[src/rtl/axis_packet_arbiter_pkg.sv]
// Stream typedefs shared by the AXI-Stream blocks; optional sideband fields are
// compiled in only when their width macro is defined.
`ifndef AXIS_DATA_WIDTH
`define AXIS_DATA_WIDTH 32
`endif

package axis_packet_arbiter_pkg;

  localparam int DATA_WIDTH = `AXIS_DATA_WIDTH;
`ifdef AXIS_ID_WIDTH
  localparam int ID_WIDTH = 8;
`endif
`ifdef AXIS_DEST_WIDTH
  localparam int DEST_WIDTH = 8;
`endif
`ifdef AXIS_USER_WIDTH
  localparam int USER_WIDTH = 1;
`endif

  typedef struct packed {
    logic [DATA_WIDTH-1:0] tdata;
`ifdef AXIS_ID_WIDTH
    logic [ID_WIDTH-1:0]   tid;
`endif
`ifdef AXIS_DEST_WIDTH
    logic [DEST_WIDTH-1:0] tdest;
`endif
`ifdef AXIS_USER_WIDTH
    logic [USER_WIDTH-1:0] tuser;
`endif
    logic                  tlast;
  } axis_data_t;

  typedef struct packed {
    axis_data_t data;
    logic       tvalid;
  } axis_mosi_t;

  typedef struct packed {
    logic tready;
  } axis_miso_t;

endpackage

[src/rtl/axis_packet_arbiter_rr_arbiter.sv]
// Combinational round-robin picker: requests rotated down by ptr, lowest set bit
// wins, and the winner is mapped back to its absolute channel position.
module axis_packet_arbiter_rr_arbiter #(
  parameter int N = 8,
  localparam int PW = $clog2(N)
) (
  input  logic [N-1:0]  req,
  input  logic [PW-1:0] ptr,
  output logic [N-1:0]  gnt
);

  logic [N-1:0] rot;
  logic         found;

  always_comb begin
    rot   = N'({req, req} >> ptr);
    gnt   = '0;
    found = 1'b0;
    for (int i = 0; i < N; i++) begin
      if (rot[i] && !found) begin
        found                    = 1'b1;
        gnt[(int'(ptr) + i) % N] = 1'b1;
      end
    end
  end

endmodule

[src/rtl/axis_packet_arbiter.sv]
// N-to-1 AXI-Stream packet arbiter: round-robin with packet locking, output
// through a 2-entry skid register so input TREADY never sees downstream TREADY.
module axis_packet_arbiter
  import axis_packet_arbiter_pkg::*;
#(
  parameter int CHANNEL_NUMBER = 8
) (
  input  logic                      ACLK,
  input  logic                      ARESET,
  input  axis_mosi_t                in_mosi_i [CHANNEL_NUMBER],
  output axis_miso_t                in_miso_o [CHANNEL_NUMBER],
  output axis_mosi_t                out_mosi_o,
  input  axis_miso_t                out_miso_i,
  output logic [CHANNEL_NUMBER-1:0] grant_o,
  output logic                      busy_o
);

  localparam int PW = $clog2(CHANNEL_NUMBER);

  typedef enum logic {IDLE, LOCKED} state_t;

  state_t                    state, state_nxt;
  logic [PW-1:0]             owner, owner_nxt, rr_ptr, rr_ptr_nxt;
  logic [PW-1:0]             arb_idx, sel_idx;
  logic [CHANNEL_NUMBER-1:0] req, arb_gnt;
  axis_data_t                sel_data, main_data, spare_data;
  logic                      sel_valid, accept, pop;
  logic                      main_valid, spare_valid, skid_ready;

  // Explicit wrap so non-power-of-2 channel counts cycle correctly.
  function automatic logic [PW-1:0] next_ch(input logic [PW-1:0] ch);
    return (int'(ch) == CHANNEL_NUMBER - 1) ? '0 : ch + PW'(1);
  endfunction

  always_comb begin
    for (int i = 0; i < CHANNEL_NUMBER; i++) req[i] = in_mosi_i[i].tvalid;
  end

  axis_packet_arbiter_rr_arbiter #(.N(CHANNEL_NUMBER)) u_rr (
    .req (req),
    .ptr (rr_ptr),
    .gnt (arb_gnt)
  );

  always_comb begin
    arb_idx = '0;
    for (int i = 0; i < CHANNEL_NUMBER; i++) begin
      if (arb_gnt[i]) arb_idx = PW'(i);
    end
  end

  assign sel_idx    = (state == LOCKED) ? owner : arb_idx;
  assign skid_ready = !spare_valid;

  always_comb begin
    grant_o = '0;
    if (!ARESET) begin
      for (int i = 0; i < CHANNEL_NUMBER; i++) begin
        grant_o[i] = (state == LOCKED) ? (owner == PW'(i)) : arb_gnt[i];
      end
    end
  end

  always_comb begin
    sel_valid = 1'b0;
    sel_data  = '0;
    for (int i = 0; i < CHANNEL_NUMBER; i++) begin
      in_miso_o[i].tready = grant_o[i] & skid_ready;
      if (grant_o[i]) begin
        sel_valid = in_mosi_i[i].tvalid;
        sel_data  = in_mosi_i[i].data;
      end
    end
  end

  assign accept = sel_valid & skid_ready;
  assign pop    = main_valid & out_miso_i.tready;

  always_comb begin
    state_nxt  = state;
    owner_nxt  = owner;
    rr_ptr_nxt = rr_ptr;
    case (state)
      IDLE: begin
        if (accept) begin
          if (sel_data.tlast) begin
            rr_ptr_nxt = next_ch(sel_idx);
          end else begin
            state_nxt = LOCKED;
            owner_nxt = sel_idx;
          end
        end
      end
      LOCKED: begin
        if (accept && sel_data.tlast) begin
          state_nxt  = IDLE;
          rr_ptr_nxt = next_ch(owner);
        end
      end
      default: state_nxt = IDLE;
    endcase
  end

  always_ff @(posedge ACLK) begin
    if (ARESET) begin
      state  <= IDLE;
      owner  <= '0;
      rr_ptr <= '0;
    end else begin
      state  <= state_nxt;
      owner  <= owner_nxt;
      rr_ptr <= rr_ptr_nxt;
    end
  end

  // Spare only fills when main is held; no accept is possible while spare is full.
  always_ff @(posedge ACLK) begin
    if (ARESET) begin
      main_valid  <= 1'b0;
      spare_valid <= 1'b0;
    end else if (spare_valid) begin
      if (pop) begin
        main_data   <= spare_data;
        spare_valid <= 1'b0;
      end
    end else if (accept) begin
      if (main_valid && !pop) begin
        spare_data  <= sel_data;
        spare_valid <= 1'b1;
      end else begin
        main_data  <= sel_data;
        main_valid <= 1'b1;
      end
    end else if (pop) begin
      main_valid <= 1'b0;
    end
  end

  assign out_mosi_o.data   = main_data;
  assign out_mosi_o.tvalid = main_valid;
  assign busy_o            = (state == LOCKED);

endmodule

[config.mk]
export PLATFORM = sky130hd
export DESIGN_NAME = axis_packet_arbiter
export DESIGN_NICKNAME = d
export VERILOG_FILES = /design/src/rtl/axis_packet_arbiter_pkg.sv /design/src/rtl/axis_packet_arbiter_rr_arbiter.sv /design/src/rtl/axis_packet_arbiter.sv
export SDC_FILE = /design/constraint.sdc
export NUM_CORES = 1
export LEC_CHECK = 0
export CELL_PAD_IN_SITES_DETAIL_PLACEMENT = 1
export CELL_PAD_IN_SITES_GLOBAL_PLACEMENT = 1
export CORE_ASPECT_RATIO = 1.75
export CORE_MARGIN = 3
export CORE_UTILIZATION = 32
export DETAILED_ROUTE_END_ITERATION = 8
export HOLD_SLACK_MARGIN = 0.08
export PLACE_DENSITY = 0.87
export SLEW_MARGIN = 30
export SYNTH_ARGS = -nofsm -noshare
export SYNTH_HDL_FRONTEND = slang
export SYNTH_SLANG_ARGS = --single-unit
[constraint.sdc]
create_clock -name ACLK -period 12.7 [get_ports ACLK]
set_input_delay 2.54 -clock ACLK [delete_from_list [all_inputs] [get_ports ACLK]]
set_output_delay 2.54 -clock ACLK [all_outputs]
set_load 0.02 [all_outputs]
Word level (Yosys, flattened, before mapping)

Cells that the tools add are included.

$add $sub $neg: 9
Magnitude comparators: 16
Eq/ne operators: 15
Shift operators: 1
Mux-type cells: 85
Bitwise gates (word level): 28
Reductions and logical operators: 41

Operator list:

| kind                  | count |
|---|---|
| $mux W33              | 12 |
| $mux W8               | 9 |
| $or A8 B8 Y8          | 7 |
| $mux W1               | 42 |
| $mux W3               | 12 |
| $lt A4 B5 Y1 const B  | 7 |
| $ge A4 B1 Y1 const B  | 7 |
| $demux W1 S3          | 8 |
| $reduce_or A3 Y1      | 7 |
| $logic_and A1 B1 Y1   | 17 |
| $shr A16 B3 Y8        | 1 |
| $add A3 B3 Y3 const B | 4 |
| $eq A3 B3 Y1 const B  | 4 |
| $and A1 B1 Y1         | 10 |
| $ne A2 B2 Y1 const B  | 5 |
| $add A3 B1 Y3 const B | 3 |
| $eq A3 B1 Y1 const B  | 3 |
| $logic_not A1 Y1      | 9 |
| $reduce_and A3 Y1     | 3 |
| $reduce_and A4 Y1     | 2 |
| $and A1 B1 Y1 const A | 7 |
| $add A3 B2 Y3 const B | 2 |
| $eq A3 B2 Y1 const B  | 2 |
| $pmux W3 S2           | 1 |
| 7 further kinds       | 11 |

Bits in registers: 75
Input bits: 275
Output and inout bits: 51
Word-level logic and storage cells: 204

Longest topological paths before layout

Gate-level depths: netlist (run 1).

Depth after elaboration: 37
Depth in mapped cells: 19
Mapped depth without buffers: 17

Cells and area by module

Synthesis (run 1) repeated with hierarchy kept, for this count alone.

Cell total of the unflattened synthesis: 751
Area, all modules: 7408.4 µm²

By module, submodules not included:

| module                         | instances | cells each | area each (µm²) | seq. area each (µm²) |
|---|---|---|---|---|
| axis_packet_arbiter            | 1         | 626        | 6401.1          | 2162.1 |
| axis_packet_arbiter_rr_arbiter | 1         | 125        | 1007.2          | 0.0 |

Worst setup path before layout (run 1)

No wires, ideal clock.

Kind: input to register
From: input port in_mosi_i[68] in the netlist's numbering
To: register spare_data[0] in the netlist's numbering, enable pin
Setup time: 0.518 ns
Arrival: 8.703 ns
Required time: 12.182 ns
Setup slack: 3.479 ns
Cell stages on the path: 13
Buffers on the path: 2
Cell sequence: clkbuf_1 > nor2b_1 > mux4_2 > and3_1 > or2_1 > a2111oi_2 > o2111ai_1 > and2_1 > buf_2 > o21bai_1 > o211ai_2 > nand3_1 > nor4b_1

Longest elaborated chain between the ends: 35
Elaborated cells on any way between the ends: 56
Those cells by class: shift (1); mux (32); bitwise (8); reduce/logical (15)

Ends and longest elaborated chain:

| item                          | line                                 | RTL |
|---|---|---|
| from (decl)                   | axis_packet_arbiter.sv:10            | `input axis_mosi_t in_mosi_i [CHANNEL_NUMBER],` |
| $shr A16 B3 Y8                | axis_packet_arbiter_rr_arbiter.sv:16 | `rot = N'({req, req} >> ptr);` |
| $mux W1                       | axis_packet_arbiter_rr_arbiter.sv:20 | `if (rot[i] && !found) begin` |
| $logic_not A1 Y1              | axis_packet_arbiter_rr_arbiter.sv:20 |  |
| $logic_and A1 B1 Y1           | axis_packet_arbiter_rr_arbiter.sv:20 |  |
| $mux W1                       | axis_packet_arbiter_rr_arbiter.sv:20 |  |
| $logic_not A1 Y1              | axis_packet_arbiter_rr_arbiter.sv:20 |  |
| $logic_and A1 B1 Y1           | axis_packet_arbiter_rr_arbiter.sv:20 |  |
| $mux W1                       | axis_packet_arbiter_rr_arbiter.sv:20 |  |
| [... 13 more ...]             | -                                    |  |
| $logic_and A1 B1 Y1           | axis_packet_arbiter_rr_arbiter.sv:20 |  |
| $mux W8                       | axis_packet_arbiter_rr_arbiter.sv:20 |  |
| $mux W1                       | axis_packet_arbiter.sv:59            | `grant_o[i] = (state == LOCKED) ? (owner == PW'(i)) : arb_gnt[i];` |
| $mux W8                       | axis_packet_arbiter.sv:57            | `if (!ARESET) begin` |
| $mux W1 (7 in a row)          | axis_packet_arbiter.sv:69            | `if (grant_o[i]) begin` |
| $mux W1 *                     | axis_packet_arbiter.sv:69            |  |
| $and A1 B1 Y1 *               | axis_packet_arbiter.sv:76            | `assign accept = sel_valid & skid_ready;` |
| $reduce_and A4 Y1 (no line) * | -                                    |  |
| to (signal assigned)          | axis_packet_arbiter.sv:128           | `spare_data <= sel_data;` |
| to (decl)                     | axis_packet_arbiter.sv:26            | `axis_data_t sel_data, main_data, spare_data;` |

Mark *: on every way between the ends. The rest lies on a longest branch, timed or not.
A chain may end at the register's enable or synchronous reset.

==> impl_metrics.tcl, run 1 <==
set metrics [dict create \
    status "complete, no violations" \
    die_w_um 117 \
    hold_viol 0 \
    switching_share_pct 47.4 \
    avgViaCountPerCell 5.99 \
    drcViolationCount 0 \
    r2r-start "rr_ptr[1]" \
    num_rows 70 \
    finalCritPeriodShare_pct 75.5 \
    numPortBuffers 325 \
    vias 8585 \
    insertion_delay_ns 0.33 \
    hold_class "flip-flop to flip-flop" \
    grt_max_degree 67 \
    drive_gt1_share_pct 6.74 \
    initial_core_util_pct 32.9 \
    grt_pass1_vias 9073 \
    h-tree-depth 3 \
    antenna_found_initial 4 \
    dieArea_um2 23600 \
    yosys_warnings 0 \
    postRouteAntennaNets 0 \
    power_density_nw_per_um2 202 \
    dp_slack_ns 3.19 \
    grt_pass1_wl_mm 55.7 \
    max_stage_delay_ns 0.72 \
    cts_hold_buf 0 \
    synthCells 863 \
    layout.nets 1423 \
    worst_slack_ns 3.11 \
    yosys-top-cells-count "nand2_1, edfxtp_1, a22oi_1" \
    path_clk_slew_ns 0.06 \
    final_util_pct 50.8 \
    ioPinCount 326 \
    clock_skew_ns 0.0113 \
    yosysMostFrequentCell "nand2_1" \
    critPathCaptureType "output pin" \
    relSlewSlack_pct 37.7 \
    ys_async_sr_fraction_pct 0 \
    initialDrtViolationCount 568 \
    p_clk_share_pct 12.9 \
    root_buffer "clkbuf_16" \
    power_w 0.00217 \
    dr.pass1.iters 5 \
    tightestPinTransition_ns 0.932 \
    gp_congestion 0.961 \
    synth_nets 1148 \
    syn-cell-area_um2 6950 \
    dpl.hpwl_mm 29.3 \
    p_int_w 0.00114 \
    combinationalPowerShare_pct 66.8 \
    cts_max_path_buffers 2 \
    post_drt_wl_per_cell_um 26.2 \
    holdCritStartpoint "main_valid" \
    yosysTopAreaCell "edfxtp_1" \
    grt_overflow 0 \
    drv_slew 0 \
    synth.area.top_cells "edfxtp_1, a22oi_1, nand2_1, a32oi_1, o221ai_1" \
    synth-edff-count 66 \
    synthFlopType "edfxtp_1" \
    reg2reg_to "spare_data[27]" \
    yosysUniqueCellTypes 78 \
    maxCapViolCount 0 \
    ctsResizeCount 0 \
    postCtsSetupBuffers 0 \
    p_leak_nw 3.74 \
    ff2ff_path_depth 14 \
    ys_seq_area_share_pct 31.1 \
    synth.avg_cell_area_um2 8.05 \
    critPathSlowestCell "clkdlybuf4s50_1" \
    routed_wl_mm 37.6 \
    cts_made_buffers 9 \
    switchingPower_w 0.00103 \
    path_cells "clkdlybuf4s50_1 > mux4_2 > mux2_2 > nor4_1 > a32oi_1 > o2111ai_1 > and2_2 > buf_4 > nor2b_1 > clkdlybuf4s50_1" \
    path_max_fanout 27 \
    finalCriticalPeriod_ns 9.59 \
    crit_top_cell "clkdlybuf4s50_1" \
    track_usage_pct 30.4 \
    dieHeight_um 201 \
    stdcell_count 1434 \
    synth_seq_cells 75 \
    rsz0062_at_grt "false" \
    cts_num_sinks 75 \
    cts_tree "built" \
    setup-tns-final_ns 0 \
    min_to "main_valid" \
    startpoint_type "input pin" \
    arrival_ns 7.05 \
    area_delta_synth_final_pct 54.4 \
    fmax_mhz 104 \
    pwr-share-seq_pct 20.3 \
    required_ns 10.16 \
    crit_type "input pin to output pin" \
    core_region_area_um2 21100 \
    vdd.ir_drop.worst_v 0.000162 \
    reg2reg_slack_ns 6.13 \
    placedCellCount 1415 \
    synth_top_area_share_pct 28.5 \
    whs_path_depth 2 \
    setup_viol 0 \
]
cell usage in the layout, fill, tap and decap left out, types with 4 or more instances in the layout:
| cell type | netlist | final |
|---|---|---|
| a21oi_1 | 50 | 50 |
| a221oi_1 | 6 | 6 |
| a22oi_1 | 65 | 64 |
| a31oi_1 | 5 | 5 |
| a32oi_1 | 38 | 38 |
| buf_4 | 1 | 18 |
| clkbuf_16 | 0 | 9 |
| clkdlybuf4s50_1 | 0 | 325 |
| dfxtp_1 | 9 | 8 |
| edfxtp_1 | 66 | 66 |
| ha_1 | 10 | 10 |
| inv_1 | 47 | 47 |
| inv_2 | 4 | 4 |
| mux2_2 | 5 | 5 |
| mux2i_1 | 10 | 10 |
| mux4_2 | 11 | 11 |
| nand2_1 | 125 | 125 |
| nand2b_1 | 12 | 12 |
| nand3_1 | 49 | 49 |
| nand4_1 | 12 | 12 |
| nor2_1 | 40 | 38 |
| nor2b_1 | 19 | 19 |
| nor3_1 | 16 | 15 |
| nor3b_1 | 4 | 4 |
| nor4_1 | 5 | 5 |
| o21ai_0 | 23 | 23 |
| o21ai_1 | 48 | 48 |
| o221ai_1 | 32 | 32 |
| o31ai_1 | 4 | 4 |
sequential cells by signal, indices dropped and copies added (netlist names):
| signal | flops |
|---|---|
| out_mosi_o | 33 |
| busy_o | 1 |
| rr_ptr | 3 |
| main_valid | 1 |
| spare_data | 33 |
| owner | 3 |
| spare_valid | 1 |
through the flow:
stage,cell area [µm²],hold WS [ns]
3_5_place_dp,10400,0.529
6_report,10700,0.537
4_1_cts,10700,0.538
3_3_place_gp,10400,0.512
5_1_grt,10700,0.583
2_1_floorplan,6950,0.489
final cells by class:
cell class	count	area, µm²
fillers	2467	10400
multi-input cells	657	4290
repair buffers	343	3390
flip-flops and latches	75	2160
well taps	288	360
clock buffers	9	225
inverters	52	195
clock inverters	7	98.8
diodes	3	7.51
worst max path at each step:
stage / startpoint / end / slack [ns]
after CTS: in_mosi_i[238] / in_miso_o[4] / 3.20
after global placement: in_mosi_i[238] / grant_o[7] / 3.23
final: in_mosi_i[102] / in_miso_o[4] / 3.11
after floorplan: in_mosi_i[68] / spare_data[0] / 3.48
after detailed placement: in_mosi_i[238] / in_miso_o[4] / 3.19
after global routing: in_mosi_i[238] / in_miso_o[4] / 2.95
kinds of logic (layout without fill, tap and decap cells):
logic type                 count (synthesis)  in the layout  synth area share (%)
muxes                                     28             28                  6.25
and+or+nand+nor                          301            301                  20.5
DFF                                       75             75                  31.1
xor gates and xnor gates                   4              4                 0.504
adders and majority gates                 10             10                  1.80
other                                      0              3                     0
AOI/OAI and AO/OA                        314            314                  32.3
buffers and inverters                    131            411                  7.61
worst max-delay path: cells and delay by family:
| family | cells | cell delay [ns] |
|---|---|---|
| compound gates | 2 | 0.59 |
| buf+inv | 3 | 1.76 |
| simple gates | 3 | 1.14 |
| mux | 2 | 0.99 |
power by group through the flow:
stage | Clock [W] | Combinational, W | Sequential [W]
floorplan | 0 | 0.000821 | 0.000496
global placement | 0 | 0.00141 | 0.000443
detailed placement | 0 | 0.00144 | 0.000447
CTS | 0.000285 | 0.00145 | 0.000442
global route | 0.000297 | 0.00155 | 0.000447
finish | 0.000280 | 0.00145 | 0.000441
layer usage:
layer,GRT usage (%),vias up,wire length (µm)
met5,0,-,0
met4,16.0,0,2170
met3,5.44,90,2110
met2,58.1,397,20500
met1,31.2,4225,12800
li1,-,3873,-
(Power assumes the default switching activity.)
==> run 2: changes to the inputs <==
Settings changed: CORE_UTILIZATION 32 to 27, PLACE_DENSITY 0.87 to 0.78.
Clock period 12.7 ns to 7.9 ns, I/O delays scaled along.
==> impl_metrics.tcl, run 2 (synthesized netlist as in run 1, its figures left out) <==
set metrics [dict create \
    status "complete, no violations" \
    finalCriticalPeriod_ns 7.10 \
    relSlewSlack_pct 36.5 \
    dieHeight_um 218 \
    crit_top_cell "clkdlybuf4s50_1" \
    postRouteAntennaNets 0 \
    clock_skew_ns 0.00655 \
    dieArea_um2 27800 \
    cts_max_path_buffers 2 \
    rsz0062_at_grt "false" \
    p_leak_nw 3.82 \
    critPathSlowestCell "clkdlybuf4s50_1" \
    crit_type "input pin to output pin" \
    fmax_mhz 141 \
    drcViolationCount 0 \
    grt_overflow 0 \
    grt_max_degree 66 \
    avgViaCountPerCell 5.77 \
    vdd.ir_drop.worst_v 0.000314 \
    drv_slew 0 \
    area_delta_synth_final_pct 57.0 \
    core_region_area_um2 25300 \
    dr.pass1.iters 5 \
    stdcell_count 1470 \
    cts_made_buffers 9 \
    tightestPinTransition_ns 0.928 \
    root_buffer "clkbuf_16" \
    setup_viol 0 \
    placedCellCount 1453 \
    num_rows 77 \
    dp_slack_ns 0.831 \
    finalCritPeriodShare_pct 89.8 \
    vias 8485 \
    arrival_ns 5.52 \
    grt_pass1_wl_mm 55.6 \
    worst_slack_ns 0.803 \
    h-tree-depth 3 \
    die_w_um 127 \
    layout.nets 1434 \
    startpoint_type "input pin" \
    hold_viol 0 \
    hold_class "flip-flop to flip-flop" \
    critPathCaptureType "output pin" \
    cts_hold_buf 0 \
    setup-tns-final_ns 0 \
    postCtsSetupBuffers 0 \
    required_ns 6.32 \
    maxCapViolCount 0 \
    power_density_nw_per_um2 328 \
    grt_pass1_vias 9244 \
    numPortBuffers 325 \
    mostFrequentLayoutCells "clkdlybuf4s50_1, nand2_1, edfxtp_1, a22oi_1, a21oi_1" \
    antenna_found_initial 0 \
    n_antenna_cell 0 \
    post_drt_wl_per_cell_um 26.0 \
    path_clk_slew_ns 0.06 \
    gp_congestion 0.989 \
    initial_core_util_pct 27.4 \
    drive_gt1_share_pct 7.54 \
    insertion_delay_ns 0.33 \
    ioPinCount 326 \
    cts_tree "built" \
    layout_commonest_cell "clkdlybuf4s50_1" \
    routed_wl_mm 38.2 \
    path_max_fanout 13 \
    track_usage_pct 26.4 \
    ctsResizeCount 0 \
    cts_num_sinks 75 \
    dpl.hpwl_mm 29.8 \
    initialDrtViolationCount 592 \
    nFillCells 2955 \
    max_stage_delay_ns 0.68 \
    path_cells "clkdlybuf4s50_1 > mux4_2 > mux2_2 > nor4_1 > a32oi_1 > o2111ai_1 > and2_2 > nor2b_1 > clkdlybuf4s50_1" \
]
==> run 2: power breakdown <==
part	switching, W	leakage, nW	internal [W]
clock network	0.000177	0.163	0.000309
logic	0.00145	2.97	0.000928
registers	0.0000558	0.685	0.000658
==> run 2: worst max-delay path: cells and delay by family <==
family | cells | cell delay, ns
AO/OA/AOI/OAI | 2 | 0.56
buffers and inverters | 2 | 1.36
multiplexers | 2 | 1.04
AND/OR/NAND/NOR | 3 | 0.97
==> run 2: path summary, 6_finish.rpt <==
check	endpoint	from	slack [ns]	cells past startpoint
hold reg to reg	out_mosi_o[1]	spare_data[0]	0.57	1
setup / recovery	in_miso_o[4]	in_mosi_i[68]	0.80	9
hold / removal	out_mosi_o[1]	spare_data[0]	0.57	1
setup reg to reg	out_mosi_o[19]	rr_ptr[0]	2.17	14
==> run 2: per-layer routing <==
layer,up-vias,routed length (µm),GRT usage [%]
li1,3898,-,-
met1,4132,13500,26.9
met2,357,20400,50.2
met3,98,1860,3.52
met4,0,2390,15.2
met5,-,0,0
==> run 2: per-stage QoR <==
step	hold slack [ns]	instance area (µm²)	util [%]	total power, W
CTS	0.564	10900	43.0	0.00357
detailed placement	0.549	10500	41.6	0.00307
floorplan	0.489	6960	-	0.00212
global placement	0.525	10500	41.6	0.00303
global route	0.578	10900	43.1	0.00379
finish	0.569	10900	43.1	0.00358
==> run 2: layout make-up <==
| type | count | area (µm²) | share of cell area (%) |
|---|---|---|---|
| Clock buffer | 9 | 225 | 2.06 |
| Timing Repair Buffer | 354 | 3520 | 32.2 |
| Multi-Input combinational cell | 657 | 4310 | 39.4 |
| Inverter | 52 | 195 | 1.79 |
| Clock inverter | 7 | 115 | 1.05 |
| Tap cell | 316 | 395 | 3.62 |
| Sequential cell | 75 | 2160 | 19.8 |
